<file path="src/rtl/uart_pkg.sv">
`default_nettype none
`timescale 1ns/1ps
// ============================================================================
// Module      : uart_pkg
// Description : Shared UART definitions: receiver/transmitter state encoding,
//               data width and the 2-of-3 majority vote helper.
// Revision    : 1.0 - initial release
// ============================================================================
package uart_pkg;

    localparam int UART_DATA_BITS = 8;

    typedef enum logic [2:0] {
        IDLE      = 3'd0,
        START     = 3'd1,
        DATA      = 3'd2,
        STOP      = 3'd3,
        WAIT_HIGH = 3'd4
    } uart_state_e;

    // 2-of-3 majority used to vote a bit from three mid-bit samples
    function automatic logic maj3(input logic a, input logic b, input logic c);
        return (a & b) | (a & c) | (b & c);
    endfunction

endpackage
`default_nettype wire

</file>
<file path="src/rtl/uart_rx_os_if.sv">
`default_nettype none
`timescale 1ns/1ps
// ============================================================================
// Module      : uart_rx_os_if
// Description : Byte hold-register handshake and status of the UART receiver.
//               master = receiver side, slave = consumer side.
// Revision    : 1.0 - initial release
// ============================================================================
interface uart_rx_os_if;
    import uart_pkg::*;

    logic [UART_DATA_BITS-1:0] rxdata;
    logic                      rxready;
    logic                      rxvalid;
    logic                      rxbusy;
    logic                      frameerror;
    logic                      overrun;

    modport master (
        input  rxready,
        output rxdata,
        output rxvalid,
        output rxbusy,
        output frameerror,
        output overrun
    );

    modport slave (
        output rxready,
        input  rxdata,
        input  rxvalid,
        input  rxbusy,
        input  frameerror,
        input  overrun
    );

endinterface
`default_nettype wire

</file>
<file path="src/rtl/uart_sync2.sv">
`default_nettype none
`timescale 1ns/1ps
// ============================================================================
// Module      : uart_sync2
// Description : Two-flop synchronizer for an asynchronous input pin, with a
//               configurable value loaded on reset.
// Revision    : 1.0 - initial release
// ============================================================================
module uart_sync2 #(
    parameter logic RESET_VAL = 1'b1
) (
    input  wire logic clk,
    input  wire logic rst,
    input  wire logic i_async,
    output logic      o_sync
);

    logic meta_q, meta_d;
    logic sync_q, sync_d;

    // Next values simply ripple the pin down the two-stage chain
    always_comb begin
        meta_d = i_async;
        sync_d = meta_q;
    end

    // Synchronizer flops, preset to the idle level of the pin
    always_ff @(posedge clk) begin
        if (rst) begin
            meta_q <= RESET_VAL;
            sync_q <= RESET_VAL;
        end else begin
            meta_q <= meta_d;
            sync_q <= sync_d;
        end
    end

    assign o_sync = sync_q;

endmodule
`default_nettype wire

</file>
<file path="src/rtl/uart_rx_os.sv">
`default_nettype none
`timescale 1ns/1ps
// ============================================================================
// Module      : uart_rx_os
// Description : Majority-voted UART receiver. Recovers 8-bit frames from rxd,
//               presents bytes on a valid/ready hold register, and pulses
//               frameerror / overrun for one cycle.
// Revision    : 1.0 - initial release
// ============================================================================
module uart_rx_os
    import uart_pkg::*;
#(
    parameter int CLKS_PER_BIT = 4,
    parameter bit MSB_FIRST    = 1'b1
) (
    input  wire logic       clk,
    input  wire logic       rst,
    input  wire logic       rxd,
    uart_rx_os_if.master    bus
);

    localparam int c_half  = CLKS_PER_BIT / 2;
    localparam int c_cnt_w = $clog2(CLKS_PER_BIT);

    localparam logic [c_cnt_w-1:0] c_cnt_last = c_cnt_w'(CLKS_PER_BIT - 1);
    localparam logic [c_cnt_w-1:0] c_samp0    = c_cnt_w'(c_half - 1);
    localparam logic [c_cnt_w-1:0] c_samp1    = c_cnt_w'(c_half);
    localparam logic [c_cnt_w-1:0] c_vote     = c_cnt_w'(c_half + 1);

    logic rxd_s;

    uart_state_e               state_q, state_d;
    logic [c_cnt_w-1:0]        cnt_q, cnt_d;
    logic [2:0]                bitidx_q, bitidx_d;
    logic                      samp0_q, samp0_d;
    logic                      samp1_q, samp1_d;
    logic [UART_DATA_BITS-1:0] shift_q, shift_d;
    logic [UART_DATA_BITS-1:0] rxdata_q, rxdata_d;
    logic                      rxvalid_q, rxvalid_d;
    logic                      frameerror_q, frameerror_d;
    logic                      overrun_q, overrun_d;

    logic w_vote;
    logic w_at_vote;
    logic w_at_wrap;
    logic w_load;

    uart_sync2 #(
        .RESET_VAL (1'b1)
    ) u_sync (
        .clk     (clk),
        .rst     (rst),
        .i_async (rxd),
        .o_sync  (rxd_s)
    );

    // Third sample is the live synchronized line, so the vote lands on cnt = H+1
    assign w_vote    = maj3(samp0_q, samp1_q, rxd_s);
    assign w_at_vote = (cnt_q == c_vote);
    assign w_at_wrap = (cnt_q == c_cnt_last);

    // Next-state, bit timing, shift register and hold-register handshake
    always_comb begin
        state_d      = state_q;
        cnt_d        = cnt_q;
        bitidx_d     = bitidx_q;
        samp0_d      = samp0_q;
        samp1_d      = samp1_q;
        shift_d      = shift_q;
        rxdata_d     = rxdata_q;
        rxvalid_d    = rxvalid_q;
        frameerror_d = 1'b0;
        overrun_d    = 1'b0;
        w_load       = 1'b0;

        if (rxvalid_q && bus.rxready) begin
            rxvalid_d = 1'b0;
        end

        if (state_q == START || state_q == DATA || state_q == STOP) begin
            cnt_d = w_at_wrap ? '0 : cnt_q + 1'b1;
            if (cnt_q == c_samp0) samp0_d = rxd_s;
            if (cnt_q == c_samp1) samp1_d = rxd_s;
        end

        case (state_q)
            IDLE: begin
                if (!rxd_s) begin
                    state_d = START;
                    cnt_d   = '0;
                end
            end
            START: begin
                // A start bit that votes high was a glitch
                if (w_at_vote && w_vote) begin
                    state_d = IDLE;
                    cnt_d   = '0;
                end else if (w_at_wrap) begin
                    state_d  = DATA;
                    bitidx_d = '0;
                end
            end
            DATA: begin
                if (w_at_vote) begin
                    if (MSB_FIRST) begin
                        shift_d = {shift_q[UART_DATA_BITS-2:0], w_vote};
                    end else begin
                        shift_d = {w_vote, shift_q[UART_DATA_BITS-1:1]};
                    end
                end
                if (w_at_wrap) begin
                    bitidx_d = bitidx_q + 3'd1;
                    if (bitidx_q == 3'd7) begin
                        state_d = STOP;
                    end
                end
            end
            STOP: begin
                // Decide mid-stop so a back-to-back start edge is not missed
                if (w_at_vote) begin
                    cnt_d = '0;
                    if (w_vote) begin
                        w_load  = 1'b1;
                        state_d = rxd_s ? IDLE : START;
                    end else begin
                        frameerror_d = 1'b1;
                        state_d      = WAIT_HIGH;
                    end
                end
            end
            WAIT_HIGH: begin
                if (rxd_s) begin
                    state_d = IDLE;
                end
            end
            default: begin
                state_d = IDLE;
            end
        endcase

        // A simultaneous consume and load keeps valid high without an overrun
        if (w_load) begin
            rxdata_d  = shift_q;
            rxvalid_d = 1'b1;
            overrun_d = rxvalid_q && !bus.rxready;
        end
    end

    // State, datapath and output registers
    always_ff @(posedge clk) begin
        if (rst) begin
            state_q      <= IDLE;
            cnt_q        <= '0;
            bitidx_q     <= '0;
            samp0_q      <= 1'b1;
            samp1_q      <= 1'b1;
            shift_q      <= '0;
            rxdata_q     <= '0;
            rxvalid_q    <= 1'b0;
            frameerror_q <= 1'b0;
            overrun_q    <= 1'b0;
        end else begin
            state_q      <= state_d;
            cnt_q        <= cnt_d;
            bitidx_q     <= bitidx_d;
            samp0_q      <= samp0_d;
            samp1_q      <= samp1_d;
            shift_q      <= shift_d;
            rxdata_q     <= rxdata_d;
            rxvalid_q    <= rxvalid_d;
            frameerror_q <= frameerror_d;
            overrun_q    <= overrun_d;
        end
    end

    assign bus.rxdata     = rxdata_q;
    assign bus.rxvalid    = rxvalid_q;
    assign bus.rxbusy     = (state_q != IDLE) && (state_q != WAIT_HIGH);
    assign bus.frameerror = frameerror_q;
    assign bus.overrun    = overrun_q;

endmodule
`default_nettype wire
</file>
<file path="src/flat_wrapper.sv">
// flat-port wrapper written by rule: the top's interface ports become plain ports
module uart_rx_os_flat import uart_pkg::*;
#(
    parameter int CLKS_PER_BIT = 4,
    parameter bit MSB_FIRST    = 1'b1
)
  (clk, rst, rxd, bus_rxready, bus_rxdata, bus_rxvalid, bus_rxbusy, bus_frameerror, bus_overrun);
  uart_rx_os_if bus_i ();
  input  wire logic clk;
  input  wire logic rst;
  input  wire logic rxd;
  input wire logic [$bits(bus_i.rxready)-1:0] bus_rxready;
  output wire logic [$bits(bus_i.rxdata)-1:0] bus_rxdata;
  output wire logic [$bits(bus_i.rxvalid)-1:0] bus_rxvalid;
  output wire logic [$bits(bus_i.rxbusy)-1:0] bus_rxbusy;
  output wire logic [$bits(bus_i.frameerror)-1:0] bus_frameerror;
  output wire logic [$bits(bus_i.overrun)-1:0] bus_overrun;
  assign bus_i.rxready = bus_rxready;
  assign bus_rxdata = bus_i.rxdata;
  assign bus_rxvalid = bus_i.rxvalid;
  assign bus_rxbusy = bus_i.rxbusy;
  assign bus_frameerror = bus_i.frameerror;
  assign bus_overrun = bus_i.overrun;
  uart_rx_os #(.CLKS_PER_BIT(CLKS_PER_BIT), .MSB_FIRST(MSB_FIRST)) u_core (.clk(clk), .rst(rst), .rxd(rxd), .bus(bus_i));
endmodule
</file>
<file path="config.mk">
export PLATFORM = sky130hd
export DESIGN_NAME = uart_rx_os_flat
export DESIGN_NICKNAME = d
export VERILOG_FILES = /design/src/rtl/uart_pkg.sv /design/src/rtl/uart_rx_os_if.sv /design/src/rtl/uart_sync2.sv /design/src/rtl/uart_rx_os.sv /design/src/flat_wrapper.sv
export SDC_FILE = /design/constraint.sdc
export NUM_CORES = 1
export LEC_CHECK = 0
export CAP_MARGIN = 20
export CORE_MARGIN = 1.5
export CORE_UTILIZATION = 42
export CTS_CLUSTER_DIAMETER = 80
export DETAILED_ROUTE_END_ITERATION = 8
export GPL_ROUTABILITY_DRIVEN = 0
export HOLD_SLACK_MARGIN = 0.05
export PLACE_DENSITY = 0.62
export SETUP_SLACK_MARGIN = 0.5
export SYNTH_ARGS = -nofsm -noshare
export SYNTH_HDL_FRONTEND = slang
export SYNTH_SLANG_ARGS = --single-unit
</file>
<file path="constraint.sdc">
create_clock -name clk -period 1.6 [get_ports clk]
set_clock_uncertainty 0.1 [all_clocks]
set_input_delay 0.48 -clock clk [delete_from_list [all_inputs] [get_ports clk]]
set_output_delay 0.48 -clock clk [all_outputs]
set_load 0.02 [all_outputs]
</file>
==> results.md, run 1 <==
- Maximum vdd drop: 0.638 mV
- Pins Over Slew Limit: 0
- Max layer used: met4
- Mapped Cells: 132
- Setup TNS: 0 ns
- Fraction of registers with async set/reset: 0
- Distinct cells, synth: 37
- Slew Limit Headroom: 0.770
- Initial Utilization: 0.440
- DIE HEIGHT: 59.3 µm
- Reg2reg end: u_core.state_q[0]
- Critical-path maximum fanout: 2
- Synth Flop Type: dfxtp_1
- Met2 WL: 1340 µm
- Total global routing overflow: 0
- CTS H-tree depth: 2
- Clock Sinks: 31
- Total Nets Final: 179
- Initial drt markers: 28
- CP Class: reg2out
- # setup viols final: 0
- PD cells: 782 nW/µm²
- Slew @ Worst Pin: 0.344 ns
- DRC viols: 0
- Max_cap viols: 0
- Max Root-Sink Buffers: 2
- DP HPWL: 1840 µm
- Post-synth EDFFs: 0
- DRT Pass-1 Iters: 4
- Min Tclk post-route: 1.54 ns
- CTS tree: yes
- Number of diodes: 0
- Design area: 2010 µm²
- First-pass GRT wire length: 4850 µm
- Mapped Nets: 141
- RSZ-0062 raised after global routing: yes
- Core area: 3030 µm²
- CTS Buf Count: 5
- Final hold violation count: 0
- Clock transition at path regs: 0.10 ns
- Post-route antenna net violation count: 0
- Io pins: 16
- CP Capture Type: output port
- Most frequent cells in the layout: nor2_1 (22), mux2i_1 (16), buf_6 (16), dfxtp_2 (16), buf_4 (15)
- Worst hold stages: 1
- Met3 wire length: 113 µm
- Number of buffers added on ports: 15
- Largest net degree at the start of global routing: 16
- Placed cell areas: 1670 µm²
- Total length of routed wires: 2830 µm
- Vias in the first global route: 1042
- Most common cell after layout, fill and taps aside: nor2_1
- Synthesis-to-finish area growth: 50.7%
- Die area: 3520 µm²
- Fin crit share: 0.960
- Hold Crit Start: u_core.u_sync.meta_q
- Initial antenna violation count: 0
- Critical R2R Launch: u_core.state_q[1]
- Fmax: 651 MHz
- Via count: 1093
- Met1 Wirelength: 1330 µm
- Leak: 0.000806 µW
- Reg2reg path depth: 6
- Critical Path Max Stage Delay: 0.35 ns
- Area of the mapped netlist: 1330 µm²
- Post-synthesis sequential area ratio: 0.466
- Outcome: finished clean
- Flops & latches, synth: 31
- CP Launch Type: register
- Avg Cell Area, Syn: 10.1 µm²
- Clk root buf: clkbuf_4
- Row Count: 20
- Hold Buf Count CTS: 0
- HP Class: reg2reg
- Worst path cell trace: nor2_4 > inv_2 > buf_6
- Layout cells sized above 1: 0.538
- CP max-delay cell: dfxtp_2
- Yosys warns: 0
- Worst Hold End: u_core.u_sync.o_sync
- Worst EP arrival: 0.96 ns
- GRT Overall Usage: 0.190
- WL/cell: 13.2 µm
- Skew-Pair Late Insertion Delay: 0.33 ns
- Worst Path Required: 1.02 ns
- Via/cell ratio: 5.08
- Worst R2R Setup Slack: 0.10 ns
- Die X: 59.3 µm
## logic make-up (layout without fill, tap and decap cells)
logic type / after synthesis / count (layout) / synth area share
simple gates: 47 / 47 / 0.179
xor+xnor: 1 / 1 / 0.00658
compound gates: 21 / 21 / 0.133
buf+inv: 10 / 49 / 0.0404
flops: 31 / 31 / 0.466
fa+ha+maj: 6 / 6 / 0.0555
mux: 16 / 16 / 0.120
## timing repair
| item | 4_1_cts | 5_1_grt |
|---|---|---|
| resized for setup | 107 | 7 |
| buffers inserted | 10 | 3 |
| endpoints found under the setup margin | 43 | 41 |
| cloned | 0 | 0 |
| pin swaps | 12 | 4 |
## worst max path at each step
| stage | startpoint | to | slack, ns | cells after the start |
|---|---|---|---|---|
| 2_1_floorplan | u_core.u_sync.o_sync | u_core.bitidx_q[1] | 0.23 | 4 |
| 3_3_place_gp | rst | u_core.samp1_q | -0.02 | 3 |
| 3_5_place_dp | rst | u_core.state_q[2] | -0.05 | 4 |
| 4_1_cts | u_core.state_q[0] | bus_rxbusy | 0.07 | 3 |
| 5_1_grt | u_core.u_sync.o_sync | u_core.bus.rxdata[7] | 0.02 | 5 |
| 6_report | u_core.state_q[0] | bus_rxbusy | 0.06 | 3 |
## synthesized netlist by cell type (all sizes together), types with 2 or more instances
cell type   n  area (µm²)
or2         2        12.5
a2111oi     2        30.0
a21oi       4        20.0
nand2b      4        25.0
a22oi       2        15.0
clkbuf      3        15.0
nor2b       2        12.5
mux2i      16         160
nand2       2        7.51
nor3        4        20.0
buf         4        27.5
a211o       2        17.5
a21boi      2        15.0
dfxtp      31         621
inv         3        11.3
nor2       28         123
a311o       3        30.0
ha          5        62.6
## layout make-up
class,instances,area [µm²]
repair buffers,38,397
inverters,3,11.3
fillers,259,1020
well taps,44,55.1
multi-input cells,91,816
flip-flops and latches,31,656
clock inverters,1,6.26
clock buffers,7,65.1
## routing by layer
layer	global-route usage	vias to the layer above
li1	-	544
met1	0.248	523
met2	0.287	21
met3	0.0699	5
met4	0.0682	0
met5	0	-
## worst max-delay path, delay by kind of cell, from the launching register on
kind          cells  cell delay [ns]
flops             1             0.35
simple gates      1             0.11
buf+inv           2             0.16
## metrics by stage
| stage | power [µW] | util | setup WS (ns) | std cells | hold WS, ns |
|---|---|---|---|---|---|
| after floorplan | 939 | - | 0.231 | 132 | 0.289 |
| after detailed placement | 995 | 0.552 | -0.0525 | 194 | 0.300 |
| after CTS | 1580 | 0.645 | 0.0659 | 212 | 0.326 |
| after global routing | 1640 | 0.662 | 0.0209 | 215 | 0.346 |
| after global placement | 990 | 0.552 | -0.0153 | 194 | 0.296 |
| final | 1570 | 0.662 | 0.0640 | 215 | 0.322 |
## where the power goes
group | switching (µW) | internal [µW] | total [µW]
registers | 14.2 | 784 | 799
clock network | 277 | 258 | 535
logic | 117 | 116 | 234
total | 409 | 1160 | 1570
## registers in the layout, indices dropped and copies added (netlist names), 2 cells and up
register and count:
u_core.bus.rxdata 8, u_core.bitidx_q 3, u_core.state_q 3, u_core.shift_q 8, u_core.cnt_q 2
(Power assumes the default switching activity.)
==> run 2: changes to the inputs <==
CORE_UTILIZATION = 48   (was 42)
PLACE_DENSITY = 0.7   (was 0.62)
SKIP_CTS_REPAIR_TIMING = 1   (was default)
==> results.md, run 2 (same netlist as run 1, synthesis figures left out) <==
- Outcome: finished clean
- Fin crit share: 0.963 (+0.00278)
- Placed cell areas: 1630 µm² (-2.2%)
- Final hold violation count: 0 (unchanged)
- Post-route antenna net violation count: 0 (unchanged)
- Io pins: 16 (unchanged)
- Total length of routed wires: 2960 µm (+4.6%)
- Clock transition at path regs: 0.09 ns (about the same)
- RSZ-0062 raised after global routing: yes
- Number of diodes: 0 (unchanged)
- Initial drt markers: 22 (-21%)
- Worst EP arrival: 1.67 ns (+0.71 ns)
- Seq pwr share: 0.525 (+0.016)
- Maximum vdd drop: 0.676 mV (+5.9%)
- DP HPWL: 1740 µm (-5.3%)
- CP Class: reg2reg
- Max Root-Sink Buffers: 2 (unchanged)
- Total power: 1530 µW (-2.2%)
- Worst path cell trace: maj3_4 > nand4_1 > buf_12 > mux2i_1 > nor2_1
- Total Nets Final: 175 (-2.2%)
- Skew-Pair Late Insertion Delay: 0.34 ns (about the same)
- Hold WS: 0.322 ns (+0.000209 ns)
- Sw Share: 0.257 (-0.00390)
- Via count: 1073 (-1.8%)
- Combinational Power Share: 0.129 (-0.020)
- CTS H-tree depth: 2 (unchanged)
- First-pass GRT wire length: 4450 µm (-8.2%)
- DIE HEIGHT: 55.7 µm (-6.1%)
- GRT Overall Usage: 0.187 (-0.00311)
- Initial antenna violation count: 0 (unchanged)
- Number of buffers added on ports: 15 (unchanged)
- Vias in the first global route: 1033 (-0.86%)
- CTS Buf Count: 5 (unchanged)
- CTS tree: yes
- Total global routing overflow: 0 (unchanged)
- Worst Path Required: 1.73 ns (+0.71 ns)
- CP Capture Type: register
- Min Tclk post-route: 1.54 ns (+0.00445 ns)
- Leak: 0.000775 µW (-3.8%)
- Internal Power: 1140 µW (-1.7%)
- # setup viols final: 0 (unchanged)
- Slew Limit Headroom: 0.780 (+0.00931)
- Critical-path maximum fanout: 9 (+7)
- Row Count: 18 (-10%)
- Design area: 1910 µm² (-5.0%)
- Layout cells sized above 1: 0.497 (-0.0410)
- Core area: 2540 µm² (-16%)
- HP Class: reg2reg
- Max_cap viols: 0 (unchanged)
- Pins Over Slew Limit: 0 (unchanged)
- Via/cell ratio: 5.45 (+7.1%)
- Slew @ Worst Pin: 0.331 ns (-0.0140 ns)
- Die area: 3100 µm² (-12%)
- Net Switching: 394 µW (-3.7%)
- Post-layout util: 0.749 (+0.0864)
- Clk root buf: clkbuf_4
- Die X: 55.7 µm (-6.1%)
- Fillers: 187 (-28%)
- PD cells: 804 nW/µm² (+2.9%)
- Synthesis-to-finish area growth: 43.1%
- Most common cell after layout, fill and taps aside: nor2_1
- CP Launch Type: register
- Clock Sinks: 31 (unchanged)
- Fmax: 649 MHz (-0.29%)
- Clock group share of total power: 0.346 (+0.005)
- Critical Path Max Stage Delay: 0.38 ns (+0.03 ns)
- WL/cell: 15.0 µm (+14%)
- CP max-delay cell: maj3_4
- Most frequent cells in the layout: nor2_1 (23), mux2i_1 (16), buf_6 (15), dfxtp_2 (15), dfxtp_1 (12)
- Largest net degree at the start of global routing: 14 (-2)
- DRT Pass-1 Iters: 4 (unchanged)
- Initial Utilization: 0.523 (+0.0834)
- DRC viols: 0 (unchanged)
-- run 2: area by class of cell --
cell class              count  area, µm²  share of cell area
clock buffers               7       65.1              0.0341
clock inverters             1       6.26             0.00328
inverters                   3       11.3             0.00591
multi-input cells          91        772               0.405
flip-flops and latches     31        654               0.343
well taps                  30       37.5              0.0197
repair buffers             34        359               0.188
-- run 2: per-layer routing --
metal | wire [µm] | vias to the layer above | global-route usage
met5 | 0 | - | 0
met4 | 70 | 0 | 0.0906
met3 | 84 | 7 | 0.0628
met2 | 1450 | 17 | 0.287
met1 | 1350 | 515 | 0.235
li1 | - | 534 | -
-- run 2: worst max-delay path, delay by kind of cell, from the launching register on --
| kind | cells | cell delay (ns) |
|---|---|---|
| AND/OR/NAND/NOR | 2 | 0.23 |
| adder cells (fa/ha/maj) | 1 | 0.38 |
| flip-flops | 1 | 0.37 |
| multiplexers | 1 | 0.20 |
| buffers and inverters | 1 | 0.16 |
-- run 2: metrics by stage --
stage	worst slack (ns)	setup TNS (ns)	instances
after detailed placement	-0.0500	-0.116	179
after CTS	-0.337	-3.35	187
final	0.0595	0	197
after global routing	-0.0106	-0.0106	197
after global placement	-0.0374	-0.0465	179
after floorplan	0.231	0	132
-- run 2: power groups by stage --
| stage | clock network (µW) | logic, µW | registers, µW |
|---|---|---|---|
| final | 530 | 198 | 805 |
| after global routing | 579 | 218 | 808 |
| after CTS | 544 | 162 | 806 |
| after detailed placement | 0 | 162 | 824 |
| after global placement | 0 | 158 | 823 |
| after floorplan | 0 | 116 | 823 |
-- run 2: worst paths after layout --
path	endpoint	slack, ns	startpoint	cells after the start
setup / recovery	u_core.bus.rxdata[6]	0.06	u_core.u_sync.o_sync	5
hold / removal	u_core.u_sync.o_sync	0.32	u_core.u_sync.meta_q	1
setup reg to reg	u_core.bus.rxdata[6]	0.06	u_core.u_sync.o_sync	5
hold reg to reg	u_core.u_sync.o_sync	0.32	u_core.u_sync.meta_q	1
==> run 3: changes to the inputs <==
CORE_ASPECT_RATIO = 0.9   (was default)
==> results.md, run 3 (same netlist as run 1, synthesis figures left out) <==
- Number of diodes: 0 (unchanged)
- Final hold violation count: 0 (unchanged)
- DP HPWL: 1730 µm (-0.79%)
- Worst EP arrival: 1.65 ns (-0.02 ns)
- WP buf/inv: 0 (-1)
- Most common cell after layout, fill and taps aside: nor2_1
- Row Count: 17 (-1)
- Worst path cell trace: maj3_4 > a211o_1 > a22oi_1 > nor2_1
- Maximum vdd drop: 0.516 mV (-24%)
- Most frequent cells in the layout: nor2_1 (23), buf_4 (18), mux2i_1 (15), dfxtp_2 (15), buf_6 (13)
- First-pass GRT wire length: 4280 µm (-3.7%)
- Via count: 1097 (+2.2%)
- CP Launch Type: register
- Crit path max-delay family: compound AO/OA/AOI/OAI gates
- Worst Path Required: 1.72 ns (about the same)
- Post-route antenna net violation count: 0 (unchanged)
- Initial antenna violation count: 0 (unchanged)
- Total power: 1440 µW (-6.0%)
- Clk root buf: clkbuf_4
- Seq pwr share: 0.556 (+0.031)
- Die X: 58.5 µm (+5.1%)
- Number of buffers added on ports: 15 (unchanged)
- Hold Crit Start: u_core.u_sync.meta_q
- Net Switching: 375 µW (-4.9%)
- Total global routing overflow: 0 (unchanged)
- Die area: 3100 µm² (about the same)
- Fillers: 181 (-3.2%)
- Skew-Pair Late Insertion Delay: 0.32 ns (-0.02 ns)
- CP Capture Type: register
- Crit. Startpoint: u_core.u_sync.o_sync
- GRT Overall Usage: 0.190 (+0.00255)
- Min Tclk post-route: 1.53 ns (-0.00849 ns)
- DIE HEIGHT: 53.0 µm (-4.9%)
- PD cells: 759 nW/µm² (-5.6%)
- Total Nets Final: 178 (+1.7%)
- RSZ-0062 raised after global routing: yes
- Synthesis-to-finish area growth: 42.6%
- Clock group share of total power: 0.292 (-0.054)
- DRT Pass-1 Iters: 4 (unchanged)
- CTS H-tree depth: 2 (unchanged)
- CP max-delay cell: maj3_4
- Clock Sinks: 31 (unchanged)
- Core area: 2530 µm² (-0.54%)
- Outcome: finished clean
- Leak: 0.000771 µW (-0.60%)
- HP Class: reg2reg
- Via/cell ratio: 5.54 (+1.7%)
- Slew Limit Headroom: 0.786 (+0.00619)
- Combinational Power Share: 0.153 (+0.024)
- DRC viols: 0 (unchanged)
- Critical Path Max Stage Delay: 0.39 ns (about the same)
- Vias in the first global route: 941 (-8.9%)
- Worst R2R Setup Slack: 0.07 ns (about the same)
- Register area: 654 µm² (unchanged)
- Fin crit share: 0.958 (-0.00530)
- Fmax: 653 MHz (+0.55%)
- Clock transition at path regs: 0.09 ns (about the same)
- Total length of routed wires: 2800 µm (-5.5%)
- WL/cell: 14.1 µm (-6.0%)
- Multi-input gate area: 788 µm² (+2.1%)
- Initial Utilization: 0.526 (+0.00284)
- Max Root-Sink Buffers: 2 (unchanged)
- Max_cap viols: 0 (unchanged)
- # setup viols final: 0 (unchanged)
- Slew @ Worst Pin: 0.321 ns (-0.00928 ns)
- CTS Buf Count: 5 (unchanged)
- Internal Power: 1070 µW (-6.3%)
- Hold WS: 0.317 ns (-0.00505 ns)
- CP Class: reg2reg
- Sw Share: 0.260 (+0.00303)
- Initial drt markers: 28 (+27%)
- Critical-path maximum fanout: 7 (-2)
- Pins Over Slew Limit: 0 (unchanged)
- Layout cells sized above 1: 0.524 (+0.0265)
- Critical R2R Launch: u_core.u_sync.o_sync
- Largest net degree at the start of global routing: 13 (-1)
- Io pins: 16 (unchanged)
- CTS tree: yes
-- run 3: cell types whose count changed in the layout (fill, tap and decap cells not counted), sizes merged --
cell,delta
inv,-1
clkinv,+1
clkbuf,-1
buf,+4
-- run 3: layout make-up --
cell class	instances	area share
tap	28	0.0185
clock buffer	7	0.0237
clock inverter	1	0.00264
inverter	3	0.00593
sequential	31	0.345
timing repair buffer	37	0.189
multi-input combinational	91	0.415
-- run 3: layer usage --
layer  vias up  part of all wire  wire length (µm)  GRT usage
met5         -                 0                 0          0
li1        544                 -                 -          -
met3         4             0.044               122     0.0513
met1       523              0.49              1380      0.276
met2        26              0.45              1260      0.253
met4         0             0.012                34     0.0930
-- run 3: power by group through the flow --
stage	Sequential, µW	Combinational (µW)	Clock (µW)
after floorplan	823	116	0
after global placement	823	162	0
after detailed placement	824	163	0
after CTS	806	165	431
after global routing	804	238	474
final	801	220	421
-- run 3: final timing paths --
check / end / cells after the start
hold reg to reg: u_core.u_sync.o_sync / 1
setup reg to reg: u_core.bitidx_q[2] / 4
setup / recovery: u_core.bitidx_q[2] / 4
hold / removal: u_core.u_sync.o_sync / 1
-- run 3: worst reg2reg max path, stage by stage (launching register included) --
cell	delay [ns]
dfxtp_4	0.36
maj3_4	0.39
a211o_1	0.39
a22oi_1	0.16
nor2_1	0.05
-- run 3: through the flow --
stage / std cells / TNS [ns] / utilization / cell area, µm² / setup WS, ns
floorplan: 132 / 0 / - / 1410 / 0.231
global placement: 178 / -0.331 / 0.647 / 1640 / -0.0483
detailed placement: 178 / -0.581 / 0.647 / 1640 / -0.0682
CTS: 186 / -3.09 / 0.667 / 1690 / -0.328
global route: 198 / 0 / 0.750 / 1900 / 0.0174
finish: 198 / 0 / 0.750 / 1900 / 0.0680
